$ cat src/rtl/expression_dispatcher.sv
// expression_dispatcher: job FIFO feeding expression_solver, one job in flight.
// Optional solver watchdog in WAIT is enabled by defining JOB_TIMEOUT_EN.
module expression_dispatcher #(
  parameter int DATA_WIDTH     = 16,
  parameter int X_WIDTH        = 8,
  parameter int DEPTH          = 4,
  parameter int TIMEOUT_CYCLES = 64
) (
  input  logic                    clk,
  input  logic                    rst,
  input  logic                    in_valid,
  output logic                    in_ready,
  input  logic [X_WIDTH-1:0]      in_x,
  input  logic [DATA_WIDTH-1:0]   in_a,
  input  logic [DATA_WIDTH-1:0]   in_b,
  input  logic [DATA_WIDTH-1:0]   in_c,
  output logic                    sol_start,
  output logic [X_WIDTH-1:0]      sol_x,
  output logic [DATA_WIDTH-1:0]   sol_a,
  output logic [DATA_WIDTH-1:0]   sol_b,
  output logic [DATA_WIDTH-1:0]   sol_c,
  input  logic [DATA_WIDTH-1:0]   sol_result,
  input  logic                    sol_zero,
  input  logic                    sol_overflow,
  input  logic                    sol_completed,
  output logic                    out_valid,
  input  logic                    out_ready,
  output logic [DATA_WIDTH-1:0]   out_result,
  output logic                    out_zero,
  output logic                    out_overflow,
  output logic                    out_timeout,
  output logic                    busy,
  output logic [$clog2(DEPTH):0]  fifo_count
);

  localparam int AW = $clog2(DEPTH);
  localparam logic [AW:0] FULL = (AW+1)'(DEPTH);

  typedef struct packed {
    logic [X_WIDTH-1:0]    x;
    logic [DATA_WIDTH-1:0] a;
    logic [DATA_WIDTH-1:0] b;
    logic [DATA_WIDTH-1:0] c;
  } job_t;

  typedef enum logic [1:0] {
    IDLE, ISSUE, WAIT, HOLD
  } state_t;

  state_t        state_q, state_d;
  job_t          mem [DEPTH];
  logic [AW-1:0] wr_ptr, rd_ptr;
  logic [AW:0]   count, count_d;
  logic          in_ready_q;
  logic          push, pop, fin, tmo_hit;

  assign push = in_valid && in_ready_q;
  assign pop  = (state_q == IDLE) && (count != '0)
             && !sol_completed;
  assign fin  = (state_q == WAIT)
             && (sol_completed || tmo_hit);

  always_comb begin
    count_d = count;
    unique case (1'b1)
      push && !pop: count_d = count + 1'b1;
      pop && !push: count_d = count - 1'b1;
      default: ;
    endcase
  end

  always_ff @(posedge clk) begin
    if (push) mem[wr_ptr] <= '{in_x, in_a, in_b, in_c};
  end

  always_ff @(posedge clk or negedge rst) begin
    if (!rst) begin
      wr_ptr     <= '0;
      rd_ptr     <= '0;
      count      <= '0;
      in_ready_q <= 1'b1;
    end else begin
      if (push) wr_ptr <= wr_ptr + 1'b1;
      if (pop)  rd_ptr <= rd_ptr + 1'b1;
      count      <= count_d;
      in_ready_q <= (count_d < FULL);
    end
  end

  // Operands stay on the solver bus until the next pop.
  always_ff @(posedge clk or negedge rst) begin
    if (!rst) begin
      sol_x <= '0;
      sol_a <= '0;
      sol_b <= '0;
      sol_c <= '0;
    end else if (pop) begin
      sol_x <= mem[rd_ptr].x;
      sol_a <= mem[rd_ptr].a;
      sol_b <= mem[rd_ptr].b;
      sol_c <= mem[rd_ptr].c;
    end
  end

  always_ff @(posedge clk or negedge rst) begin
    if (!rst) state_q <= IDLE;
    else      state_q <= state_d;
  end

  always_comb begin
    state_d = state_q;
    unique case (state_q)
      IDLE:    if (pop) state_d = ISSUE;
      ISSUE:   state_d = WAIT;
      WAIT:    if (fin) state_d = HOLD;
      HOLD:    if (out_ready) state_d = IDLE;
      default: state_d = IDLE;
    endcase
  end

  // A completion in the watchdog's last cycle still wins.
  always_ff @(posedge clk or negedge rst) begin
    if (!rst) begin
      out_result   <= '0;
      out_zero     <= 1'b0;
      out_overflow <= 1'b0;
    end else if (fin) begin
      out_result   <= sol_completed ? sol_result : '0;
      out_zero     <= sol_completed && sol_zero;
      out_overflow <= sol_completed && sol_overflow;
    end
  end

`ifdef JOB_TIMEOUT_EN
  localparam int TW = $clog2(TIMEOUT_CYCLES + 1);
  localparam logic [TW-1:0] TLAST = TW'(TIMEOUT_CYCLES - 1);

  logic [TW-1:0] wcnt;

  always_ff @(posedge clk or negedge rst) begin
    if (!rst)                  wcnt <= '0;
    else if (state_q == ISSUE) wcnt <= '0;
    else if (state_q == WAIT)  wcnt <= wcnt + 1'b1;
  end

  assign tmo_hit = (state_q == WAIT) && (wcnt == TLAST);

  always_ff @(posedge clk or negedge rst) begin
    if (!rst)     out_timeout <= 1'b0;
    else if (fin) out_timeout <= !sol_completed;
  end
`else
  assign tmo_hit     = 1'b0;
  assign out_timeout = 1'b0;
`endif

  assign in_ready   = in_ready_q;
  assign fifo_count = count;
  assign sol_start  = (state_q == ISSUE) || (state_q == WAIT);
  assign out_valid  = (state_q == HOLD);
  assign busy       = (state_q != IDLE);

endmodule

$ cat config.mk
export PLATFORM = sky130hd
export DESIGN_NAME = expression_dispatcher
export DESIGN_NICKNAME = d
export VERILOG_FILES = /design/src/rtl/expression_dispatcher.sv
export SDC_FILE = /design/constraint.sdc
export NUM_CORES = 1
export LEC_CHECK = 0
export BUFFER_PORTS_ARGS = -buffer_cell sky130_fd_sc_hd__buf_2
export CORE_MARGIN = 2
export CORE_UTILIZATION = 40
export CTS_CLUSTER_SIZE = 40
export DETAILED_ROUTE_END_ITERATION = 12
export HOLD_SLACK_MARGIN = 0.03
export MAX_ROUTING_LAYER = met4
export PLACE_DENSITY = 0.6
export SKIP_LAST_GASP = 1
export SLEW_MARGIN = 20
export SYNTH_ARGS = -nofsm -noshare
export SYNTH_HDL_FRONTEND = slang
export SYNTH_SLANG_ARGS = --single-unit
$ cat constraint.sdc
create_clock -name clk -period 2.53 [get_ports clk]
set_input_delay 0 -clock clk [delete_from_list [all_inputs] [get_ports clk]]
set_output_delay 0 -clock clk [all_outputs]
set_load 0.01 [all_outputs]
* Word level (Yosys, flattened, before mapping) *
Memory sizes are Yosys's and may differ from the RTL's. A register that Yosys moved wholly into a read port is not among the register bits.
Cells that the tools add are included.

word-level totals
  flip-flop bits (word level) = 28
  latch bits = 0
  memory bits (writable) = 224
  memory bits (read-only) = 0
  input bits = 79
  output and inout bits = 82
  memories kept = 1

memory list
  name  words  width  read ports  clocked after memory_dff  wr ports  line  text
  mem   4      56     1           1                         1         51    job_t mem [DEPTH];

operators by class
  add/subtract/negate cells = 4
  multipliers = 0
  div/mod/pow operators = 0
  magnitude comparators = 1
  eq/ne operators = 6
  shift-type cells = 0
  muxes and demuxes = 8
  bitwise operators = 0
  reduce and logical (&&, ||, !) cells = 17

operator list
  cell                                                                      number
  16-bit two-way mux                                                        1
  1-bit logical AND                                                         8
  2-bit one-hot mux with 4 select lines                                     1
  2-bit two-way mux                                                         3
  3-bit one-hot mux with 2 select lines                                     1
  2-bit by 1-bit adder with 2-bit output (second input constant)            2
  2-bit equality test (second input constant)                               2
  1-bit logical NOT                                                         4
  2-bit inequality test (second input constant)                             2
  3-bit by 1-bit adder with 3-bit output (second input constant)            1
  3-bit less-than comparator (second input constant)                        1
  3-bit AND reduction                                                       1
  3-bit nonzero test                                                        1
  3-bit by 1-bit subtractor with 3-bit output (second input constant)       1
  2-bit by 1-bit equality test with 1-bit output (second input constant)    1
  2-bit logical NOT                                                         1
  1-bit two-way mux                                                         2
  2-bit by 1-bit inequality test with 1-bit output (second input constant)  1
  2-bit nonzero test                                                        1
  1-bit logical OR                                                          1

* Logic depth before layout (Yosys ltp) *
Gate-level depths: netlist of run 1.

  depth in word-level cells = 7
  gate-level depth with buffers = 11
  mapped depth without buffers = 9

* Worst setup path after synthesis of run 1 *
Ideal clock, no wire load.

  kind = register -> register
  from = reg wr_ptr[0]
  to = mem mem[2][0] (netlist bit) (enable)
  setup time = 420 ps
  data arrival time = 1988 ps
  data required time = 2110 ps
  path slack = 122 ps
  stages on the path, launching flop included = 4
  buffers on the path = 0
  cells stage by stage = dfrtp_1 > inv_1 > ha_1 > and3_1

RTL lines
  item                    line  text
  from (decl)             52    logic [AW-1:0] wr_ptr, rd_ptr;
  from (signal assigned)  83    if (push) wr_ptr <= wr_ptr + 1'b1;
  to (decl)               51

No word-level cell before the write port.

==> results.sh, run 1 <==
export IMPL_gp_congestion=0.776
export IMPL_power_density_nw_per_um2=1150
export IMPL_finalCritPeriodShare=0.842
export IMPL_die_w_um=174
export IMPL_worstMarginPinSlew_ns=0.982
export IMPL_crit_required_ns=2.95
export IMPL_dr_pass1_iters=6
export IMPL_crit_arrival_ns=2.55
export IMPL_antenna_found_initial=1
export IMPL_grt_met3_usage=0.0382
export IMPL_clk_latency_ns=0.52
export IMPL_power_leakage_nw=5.53
export IMPL_syn2layout_area_growth_pct=28.3
export IMPL_grt_max_degree=62
export IMPL_synth_edf_count=224
export IMPL_cts_inserted_buffers=34
export IMPL_grt_pass1_vias=6618
export IMPL_syn_inst=500
export IMPL_num_nets_final=859
export IMPL_synth_nets=589
export IMPL_io_pins=161
export IMPL_max_clock_path_buffers=3
export IMPL_fin_tns_setup_ns=0
export IMPL_end_kind="flop"
export IMPL_synth_top_area_frac=0.585
export IMPL_grt_ovfl_total=0
export IMPL_drt_total_wl_um=23500
export IMPL_synth_area_per_cell_um2=23.0
export IMPL_status="finished, final reports clean"
export IMPL_clock_sinks=308
export IMPL_grtUsageTotal=0.166
export IMPL_top_usage_layer="met2"
export IMPL_fmax_mhz=470
export IMPL_drv_cap=0
export IMPL_dr_total_vias=5878
export IMPL_finalPower_mw=17.0
export IMPL_core_area_um2=28500
export IMPL_yosys_top_cells_area="edfxtp_1 58%, dfrtp_1 18%, mux4_2 11%"
export IMPL_synth_cell_types=25
export IMPL_peakVddDrop_mv=0.661
export IMPL_fin_skew_ns=0.0255
export IMPL_clk_pin_slew_worst_paths_ns=0.06
export IMPL_dp_hpwl_um=13600
export IMPL_start_util=0.403
export IMPL_slew_viol_final=0
export IMPL_fin_crit_ns=2.13
export IMPL_yosys_warnings=0
export IMPL_portBuffers=159
export IMPL_drive_gt1_frac=0.465
export IMPL_critPathKind="flop to flop"
export IMPL_root_buffer="clkbuf_16"
export IMPL_async_reset_ff_frac=0.273
export IMPL_cts_tree="done"
export IMPL_drc_errors=0
export IMPL_setup_violations=0
export IMPL_fill_cells=2325
export IMPL_hold_violations=0
export IMPL_die_area_um2=30100
export IMPL_netlist_top_cells_count="224 x edfxtp_1, 83 x dfrtp_1, 60 x mux2_2, 56 x mux4_2, 18 x mux2_4"
export IMPL_netlist_area_um2=11500
export IMPL_post_synth_top_count_cell="edfxtp_1"
export IMPL_htreeDepth=2
export IMPL_ant_nets=0
export IMPL_drt_initial_drc_count=424
export IMPL_timing_slew_headroom=0.346
export IMPL_met2_usage=0.275
export IMPL_grt_pass1_wl_um=37400
export IMPL_rsz0062_at_grt="no"
export IMPL_die_y_um=174
export IMPL_crit_fanout=4
export IMPL_rows=62
export IMPL_yosysTopAreaCell="edfxtp_1"
export IMPL_wl_per_cell_um=19.9
export IMPL_vias_per_cell=4.98
export IMPL_synth_ff_type="edfxtp_1"
export IMPL_grt_use_met1=0.202
export IMPL_hp_class="input port to async pin"
export IMPL_ys_ff_latch=308
export IMPL_critPathLaunchType="flop"
export IMPL_ys_seq_area_frac=0.768
[power by group]
| group | total [mW] | leakage, nW | switching, mW | internal, mW |
|---|---|---|---|---|
| registers | 7.37 | 3.03 | 0.647 | 6.72 |
| clock network | 4.75 | 0.534 | 1.96 | 2.79 |
| logic | 4.85 | 1.97 | 2.22 | 2.62 |
[logic make-up after synthesis]
group,after synthesis,synth area share
simple gates,11,0.00598
compound gates,1,0.000762
flops,308,0.768
xor+xnor,7,0.00533
fa+ha+maj,10,0.0115
buf+inv,27,0.0158
mux,135,0.193
other cells,1,0.000326
[critical path: stages, from the launching register on]
cell and delay, ns:
dfrtp_1 0.39, inv_1 0.08, ha_1 0.21, inv_1 0.14
nor3_4 0.07, ha_1 0.23, fa_1 0.40, xnor2_1 0.15
nor2_1 0.19, xor2_1 0.19
[flip-flops by register name, summed over array words and instances, names as in the netlist, 2 cells and up, named ones only]
| register | count |
|---|---|
| mem | 224 |
| sol_a | 16 |
| sol_c | 16 |
| fifo_count | 2 |
| out_result | 16 |
| state_q | 2 |
| sol_x | 8 |
| wr_ptr | 2 |
| sol_b | 16 |
| rd_ptr | 2 |
[placed cells by master (no fill, tap or decap), types with 9 or more instances in the layout]
| cell type | n |
|---|---|
| buf_2 | 158 |
| mux4_2 | 56 |
| mux2_4 | 18 |
| mux2_2 | 60 |
| clkbuf_16 | 35 |
| dlygate4sd3_1 | 78 |
| ha_1 | 9 |
| edfxtp_1 | 224 |
| buf_4 | 11 |
| dfrtp_1 | 81 |
[through the flow]
| stage | utilization | instance area [um2] | std cells | setup WS (ns) | hold slack [ns] |
|---|---|---|---|---|---|
| finish | 0.517 | 14800 | 1181 | 0.401 | 0.185 |
| global route | 0.517 | 14800 | 1181 | 0.258 | 0.238 |
| CTS | 0.517 | 14800 | 1180 | 0.388 | 0.202 |
| detailed placement | 0.452 | 12900 | 1040 | 0.401 | 0.218 |
| global placement | 0.452 | 12900 | 1040 | 0.519 | 0.209 |
| floorplan | - | 11500 | 500 | 0.122 | -0.296 |
[repair_timing]
action	in CTS	in global routing
resized for setup	0	0
hold endpoints to repair	305	0
hold buffers	78	0
buffers inserted	0	0
setup endpoints to repair	0	0
[layout make-up]
class	instances	area, um2	area share
timing repair buffer	255	1810	0.123
multi-input combinational	165	2520	0.171
inverter	6	22.5	0.00153
antenna	1	2.50	0.000170
clock inverter	15	121	0.00823
tap	384	480	0.0326
sequential	308	8830	0.599
clock buffer	47	961	0.0651
[worst paths after layout]
kind	start	to	slack, ns	depth (start not counted)
max	state_q[1]	flop	0.40	9
max in group asynchronous	rst	sol_c[2]	1.59	3
min	rst	sol_c[9]	0.18	2
max reg2reg	state_q[1]	flop	0.40	9
min in group clk	in_a[15]	mem[1][47]	0.22	2
min reg2reg	out_result[12]	out_result[12]	0.50	1
[layer usage]
| layer | share of wire | up-vias |
|---|---|---|
| met5 | 0 | - |
| met4 | 0.029 | 0 |
| met3 | 0.053 | 53 |
| met2 | 0.51 | 162 |
| met1 | 0.41 | 3110 |
| li1 | - | 2553 |
Power figures use the tool's default switching activity.
==> run 2, diff against run 1 <==
--- a/config.mk
+++ b/config.mk
@@ -12,7 +12,7 @@
 export DETAILED_ROUTE_END_ITERATION = 12
 export HOLD_SLACK_MARGIN = 0.03
 export MAX_ROUTING_LAYER = met4
-export PLACE_DENSITY = 0.6
+export PLACE_DENSITY = 0.58
 export SKIP_LAST_GASP = 1
 export SLEW_MARGIN = 20
 export SYNTH_ARGS = -nofsm -noshare
==> constraint.sdc (replaced) <==
create_clock -name clk -period 2.15 [get_ports clk]
set_input_delay 0 -clock clk [delete_from_list [all_inputs] [get_ports clk]]
set_output_delay 0 -clock clk [all_outputs]
set_load 0.01 [all_outputs]
==> run 2 against run 1 <==
Against the previous run:
- clock power increased by 17%
- sequential cell count unchanged
- core utilization grew 0.21 points
- critical path depth decreased by 3
- first-iteration DRC count fell by 34%
- fmax up 6.4%
- global-route usage down 0.28 points
- final cell count decreased by 0.34%
- worst setup slack got worse by 0.25 ns
- register-to-register slack lost 0.25 ns
- largest power group unchanged
- highest routed layer unchanged
==> results.sh, run 2 (same netlist as run 1, synthesis figures left out) <==
export IMPL_status="finished, final reports clean"
export IMPL_power_switching_mw=5.63
export IMPL_slew_viol_final=0
export IMPL_power_density_nw_per_um2=1350
export IMPL_layout_common_cells="224 x edfxtp_1, 158 x buf_2, 81 x dfrtp_1"
export IMPL_grt_pass1_wl_um=36500
export IMPL_setup_violations=0
export IMPL_dr_pass1_iters=4
export IMPL_fin_crit_ns=2.00
export IMPL_drv_cap=0
export IMPL_io_pins=161
export IMPL_timing_slew_headroom=0.503
export IMPL_critPathKind="flop to flop"
export IMPL_drc_errors=0
export IMPL_grt_pass1_vias=6436
export IMPL_grtUsageTotal=0.163
export IMPL_gp_congestion=0.748
export IMPL_top_register="mem"
export IMPL_start_util=0.403
export IMPL_place_area_um2=12900
export IMPL_max_clock_path_buffers=3
export IMPL_grt_ovfl_total=0
export IMPL_ant_nets=0
export IMPL_clk_latency_ns=0.51
export IMPL_core_area_um2=28500
export IMPL_crit_arrival_ns=2.38
export IMPL_fmax_mhz=500
export IMPL_drt_initial_drc_count=279
export IMPL_finalCritPeriodShare=0.930
export IMPL_place_inst=1037
export IMPL_portBuffers=159
export IMPL_root_buffer="clkbuf_16"
export IMPL_fin_skew_ns=0.0180
export IMPL_end_kind="flop"
export IMPL_fin_area_um2=14800
export IMPL_final_cell_count_no_fill=1177
export IMPL_hold_violations=0
export IMPL_antenna_found_initial=0
export IMPL_p_int_mw=14.4
export IMPL_die_w_um=174
export IMPL_num_nets_final=856
export IMPL_die_area_um2=30100
export IMPL_cts_inserted_buffers=34
export IMPL_grt_max_degree=58
export IMPL_dr_total_vias=5733
export IMPL_dp_hpwl_um=13900
export IMPL_reg2reg_slack_ns=0.15
export IMPL_pwr_share_clk=0.279
export IMPL_crit_required_ns=2.53
export IMPL_critPathLaunchType="flop"
export IMPL_crit_fanout=57
export IMPL_peakVddDrop_mv=0.638
export IMPL_rsz0062_at_grt="no"
export IMPL_drt_total_wl_um=23300
export IMPL_layout_commonest_cell="edfxtp_1"
export IMPL_worstMarginPinSlew_ns=0.746
export IMPL_fin_util=0.519
export IMPL_cts_tree="done"
export IMPL_rows=62
export IMPL_power_leakage_nw=5.52
export IMPL_drive_gt1_frac=0.465
export IMPL_power_frac_seq=0.428
export IMPL_largest_reg_flops=224
export IMPL_num_antenna_cells=0
export IMPL_switching_share=0.281
export IMPL_die_y_um=174
export IMPL_clock_sinks=308
export IMPL_vias_per_cell=4.87
export IMPL_wl_per_cell_um=19.8
export IMPL_clk_pin_slew_worst_paths_ns=0.06
export IMPL_fin_tns_setup_ns=0
export IMPL_syn2layout_area_growth_pct=28.8
export IMPL_htreeDepth=2
export IMPL_hp_class="input port to async pin"
export IMPL_power_frac_comb=0.293
-- run 2: worst paths after layout --
path / from / depth (start not counted) / to
max: state_q[1] / 6 / sol_b[12]
min: rst / 2 / sol_x[0]
max reg2reg: state_q[1] / 6 / sol_b[12]
min reg2reg: out_result[8] / 1 / out_result[8]
max in group asynchronous: rst / 3 / sol_b[1]
min in group clk: in_a[13] / 2 / mem[2][45]
-- run 2: area by class of cell --
cell class | instances | area (um2)
clock buffers | 45 | 902
multi-input cells | 165 | 2540
repair buffers | 252 | 1850
inverters | 6 | 22.5
fillers | 2339 | 13700
flip-flops and latches | 308 | 8840
well taps | 384 | 480
clock inverters | 17 | 180
-- run 2: metrics by stage --
stage | power (mW) | worst slack [ns] | hold slack, ns
final | 20.0 | 0.150 | 0.101
after global routing | 21.1 | 0.0339 | 0.174
after CTS | 20.3 | 0.138 | 0.119
after detailed placement | 14.6 | 0.157 | 0.109
after global placement | 14.3 | 0.213 | 0.101
after floorplan | 12.5 | 0.00121 | -0.296
-- run 2: metal layers --
layer | track usage | up-vias | share of wire
met3 | 0.0316 | 39 | 0.049
met5 | - | - | 0
li1 | - | 2551 | -
met2 | 0.283 | 164 | 0.52
met4 | 0.0434 | 0 | 0.018
met1 | 0.196 | 2979 | 0.42
-- run 2: what timing repair did --
item                       4_1_cts  5_1_grt
setup endpoints to repair        0        1
hold endpoints to repair       294        0
setup buffers                    0        0
resized for setup                0        1
hold buffers                    78        0
-- run 2: power by group through the flow --
stage | Clock, mW | Sequential (mW) | Combinational (mW)
after floorplan | 0 | 8.89 | 3.57
after global placement | 0 | 8.60 | 5.73
after detailed placement | 0 | 8.68 | 5.88
after CTS | 5.77 | 8.58 | 6.00
after global routing | 6.01 | 8.73 | 6.35
final | 5.58 | 8.56 | 5.85
-- run 2: worst max-delay path, cell delays in order (launching register included) --
cell and delay [ns]:
dfrtp_1 0.41, inv_1 0.09, ha_2 0.19, inv_2 0.07
nor3_4 0.27, buf_12 0.40, mux2_2 0.39
==> run 3, diff against run 2 <==
--- a/config.mk
+++ b/config.mk
@@ -8,11 +8,13 @@
 export BUFFER_PORTS_ARGS = -buffer_cell sky130_fd_sc_hd__buf_2
 export CORE_MARGIN = 2
 export CORE_UTILIZATION = 40
+export CTS_BUF_LIST = sky130_fd_sc_hd__clkbuf_4 sky130_fd_sc_hd__clkbuf_8
 export CTS_CLUSTER_SIZE = 40
 export DETAILED_ROUTE_END_ITERATION = 12
 export HOLD_SLACK_MARGIN = 0.03
 export MAX_ROUTING_LAYER = met4
 export PLACE_DENSITY = 0.58
+export REMOVE_ABC_BUFFERS = 1
 export SKIP_LAST_GASP = 1
 export SLEW_MARGIN = 20
 export SYNTH_ARGS = -nofsm -noshare
==> run 3 against run 2 <==
Against the previous run:
- final cell count increased by 3.0%
- worst setup slack worse by 0.075 ns
- global-route usage shrank 0.13 points
- sequential cell count is the same
- die area unchanged
- largest cell class unchanged
- fmax shrank 3.6%
==> results.sh, run 3 (same netlist as run 1, synthesis figures left out) <==
export IMPL_status="finished, final reports clean"
export IMPL_met2_usage=0.268
export IMPL_syn2layout_area_growth_pct=28.6
export IMPL_cts_tree="done"
export IMPL_finalPower_mw=19.6
export IMPL_htreeDepth=2
export IMPL_layout_common_cells="224 x edfxtp_1, 158 x buf_2, 81 x dfrtp_1"
export IMPL_pwr_share_clk=0.265
export IMPL_fin_skew_ns=0.0111
export IMPL_finalCritPeriodShare=0.965
export IMPL_grt_max_degree=58
export IMPL_die_y_um=174
export IMPL_fin_area_um2=14800
export IMPL_max_clock_path_buffers=3
export IMPL_reg2reg_depth=7
export IMPL_gp_congestion=0.747
export IMPL_crit_required_ns=2.59
export IMPL_timing_slew_headroom=0.666
export IMPL_final_cell_count_no_fill=1212
export IMPL_grt_pass1_wl_um=36400
export IMPL_power_leakage_nw=5.58
export IMPL_crit_arrival_ns=2.51
export IMPL_power_switching_mw=5.50
export IMPL_multi_input_comb_area_um2=2520
export IMPL_switching_share=0.281
export IMPL_fmax_mhz=482
export IMPL_root_buffer="clkbuf_8"
export IMPL_io_pins=161
export IMPL_p_int_mw=14.1
export IMPL_drc_errors=0
export IMPL_place_inst=1039
export IMPL_power_density_nw_per_um2=1320
export IMPL_num_antenna_cells=0
export IMPL_fin_crit_ns=2.08
export IMPL_die_w_um=174
export IMPL_hp_class="input port to flop"
export IMPL_drive_gt1_frac=0.501
export IMPL_vias_per_cell=4.80
export IMPL_top_register="mem"
export IMPL_clock_sinks=308
export IMPL_fill_cells=2351
export IMPL_fin_ws_ns=0.0742
export IMPL_die_area_um2=30100
export IMPL_rows=62
export IMPL_crit_fanout=4
export IMPL_register_area_um2=8840
export IMPL_largest_reg_flops=224
export IMPL_grtUsageTotal=0.162
export IMPL_hold_violations=0
export IMPL_portBuffers=159
export IMPL_wl_per_cell_um=19.0
export IMPL_grt_met3_usage=0.0360
export IMPL_end_kind="flop"
export IMPL_grt_pass1_vias=6381
export IMPL_peakVddDrop_mv=0.618
export IMPL_grt_ovfl_total=0
export IMPL_cts_inserted_buffers=50
export IMPL_critPathKind="flop to flop"
export IMPL_clk_latency_ns=0.55
export IMPL_core_area_um2=28500
export IMPL_ant_nets=0
export IMPL_drt_initial_drc_count=210
export IMPL_layout_commonest_cell="edfxtp_1"
export IMPL_clk_pin_slew_worst_paths_ns=0.06
export IMPL_dpl_worst_slack_ns=0.0481
export IMPL_dr_pass1_iters=4
export IMPL_reg2reg_slack_ns=0.07
export IMPL_dr_total_vias=5813
export IMPL_rsz0062_at_grt="no"
export IMPL_hold_path_depth=2
export IMPL_drt_total_wl_um=23100
export IMPL_top_usage_layer="met2"
export IMPL_power_frac_seq=0.441
export IMPL_slew_viol_final=0
export IMPL_dp_hpwl_um=13000
export IMPL_num_nets_final=877
export IMPL_worstMarginPinSlew_ns=0.501
export IMPL_critPathLaunchType="flop"
export IMPL_setup_violations=0
export IMPL_power_frac_comb=0.295
export IMPL_drv_cap=0
export IMPL_place_area_um2=12900
export IMPL_antenna_found_initial=0
export IMPL_start_util=0.403
export IMPL_grt_use_met1=0.202
[run 3: cell types whose count changed in the layout (fill, tap and decap cells not counted), moves of 3 or more]
cell	delta
clkbuf_16	-34
buf_4	+6
inv_6	-3
clkbuf_1	-10
clkbuf_8	+56
clkbuf_4	+28
[run 3: path summary, 6_finish.rpt]
kind	startpoint	end
max	state_q[1]	fifo_count[1]
min	in_b[1]	mem[0][17]
max reg2reg	state_q[1]	fifo_count[1]
min reg2reg	out_result[15]	out_result[15]
max in group asynchronous	rst	in_ready
min in group asynchronous	rst	sol_c[9]
[run 3: per-layer routing]
metal  up-vias  wire length (um)  share of wire
met5         -                 0              0
met4         0               507          0.022
met3        48              1240          0.054
met2       171             11400           0.50
met1      3008              9870           0.43
li1       2586                 -              -
[run 3: area by class of cell]
cell class,count,share of cell area
Inverter,6,0.00152
Timing Repair Buffer,257,0.126
Clock buffer,85,0.0673
Clock inverter,7,0.00406
Tap cell,384,0.0325
Multi-Input combinational cell,165,0.171
Sequential cell,308,0.598
[run 3: repair_timing]
action / in CTS / in global routing
setup endpoints to repair: 0 / 3
setup buffers: 0 / 1
gates resized for setup: 0 / 4
hold endpoints to repair: 331 / 0
hold buffers: 80 / 0
[run 3: per-stage QoR]
step	hold slack (ns)	TNS [ns]	util
floorplan	-0.296	-169.41	-
global placement	0.0886	0	0.452
detailed placement	0.0868	0	0.452
CTS	0.147	0	0.518
global route	0.174	0	0.518
finish	0.194	0	0.518
[run 3: critical path, stage by stage, from the launching register on]
cell and delay, ns:
dfrtp_1 0.42, inv_1 0.10, ha_1 0.20, inv_2 0.08, nor3_4 0.26, ha_2 0.24, fa_1 0.41, mux2_2 0.26
[run 3: power groups by stage]
stage | sequential [mW] | clock, mW | combinational, mW
floorplan | 9.28 | 0 | 3.04
global placement | 8.66 | 0 | 5.62
detailed placement | 8.75 | 0 | 5.75
CTS | 8.65 | 5.35 | 5.89
global route | 8.79 | 5.64 | 6.24
finish | 8.62 | 5.17 | 5.76
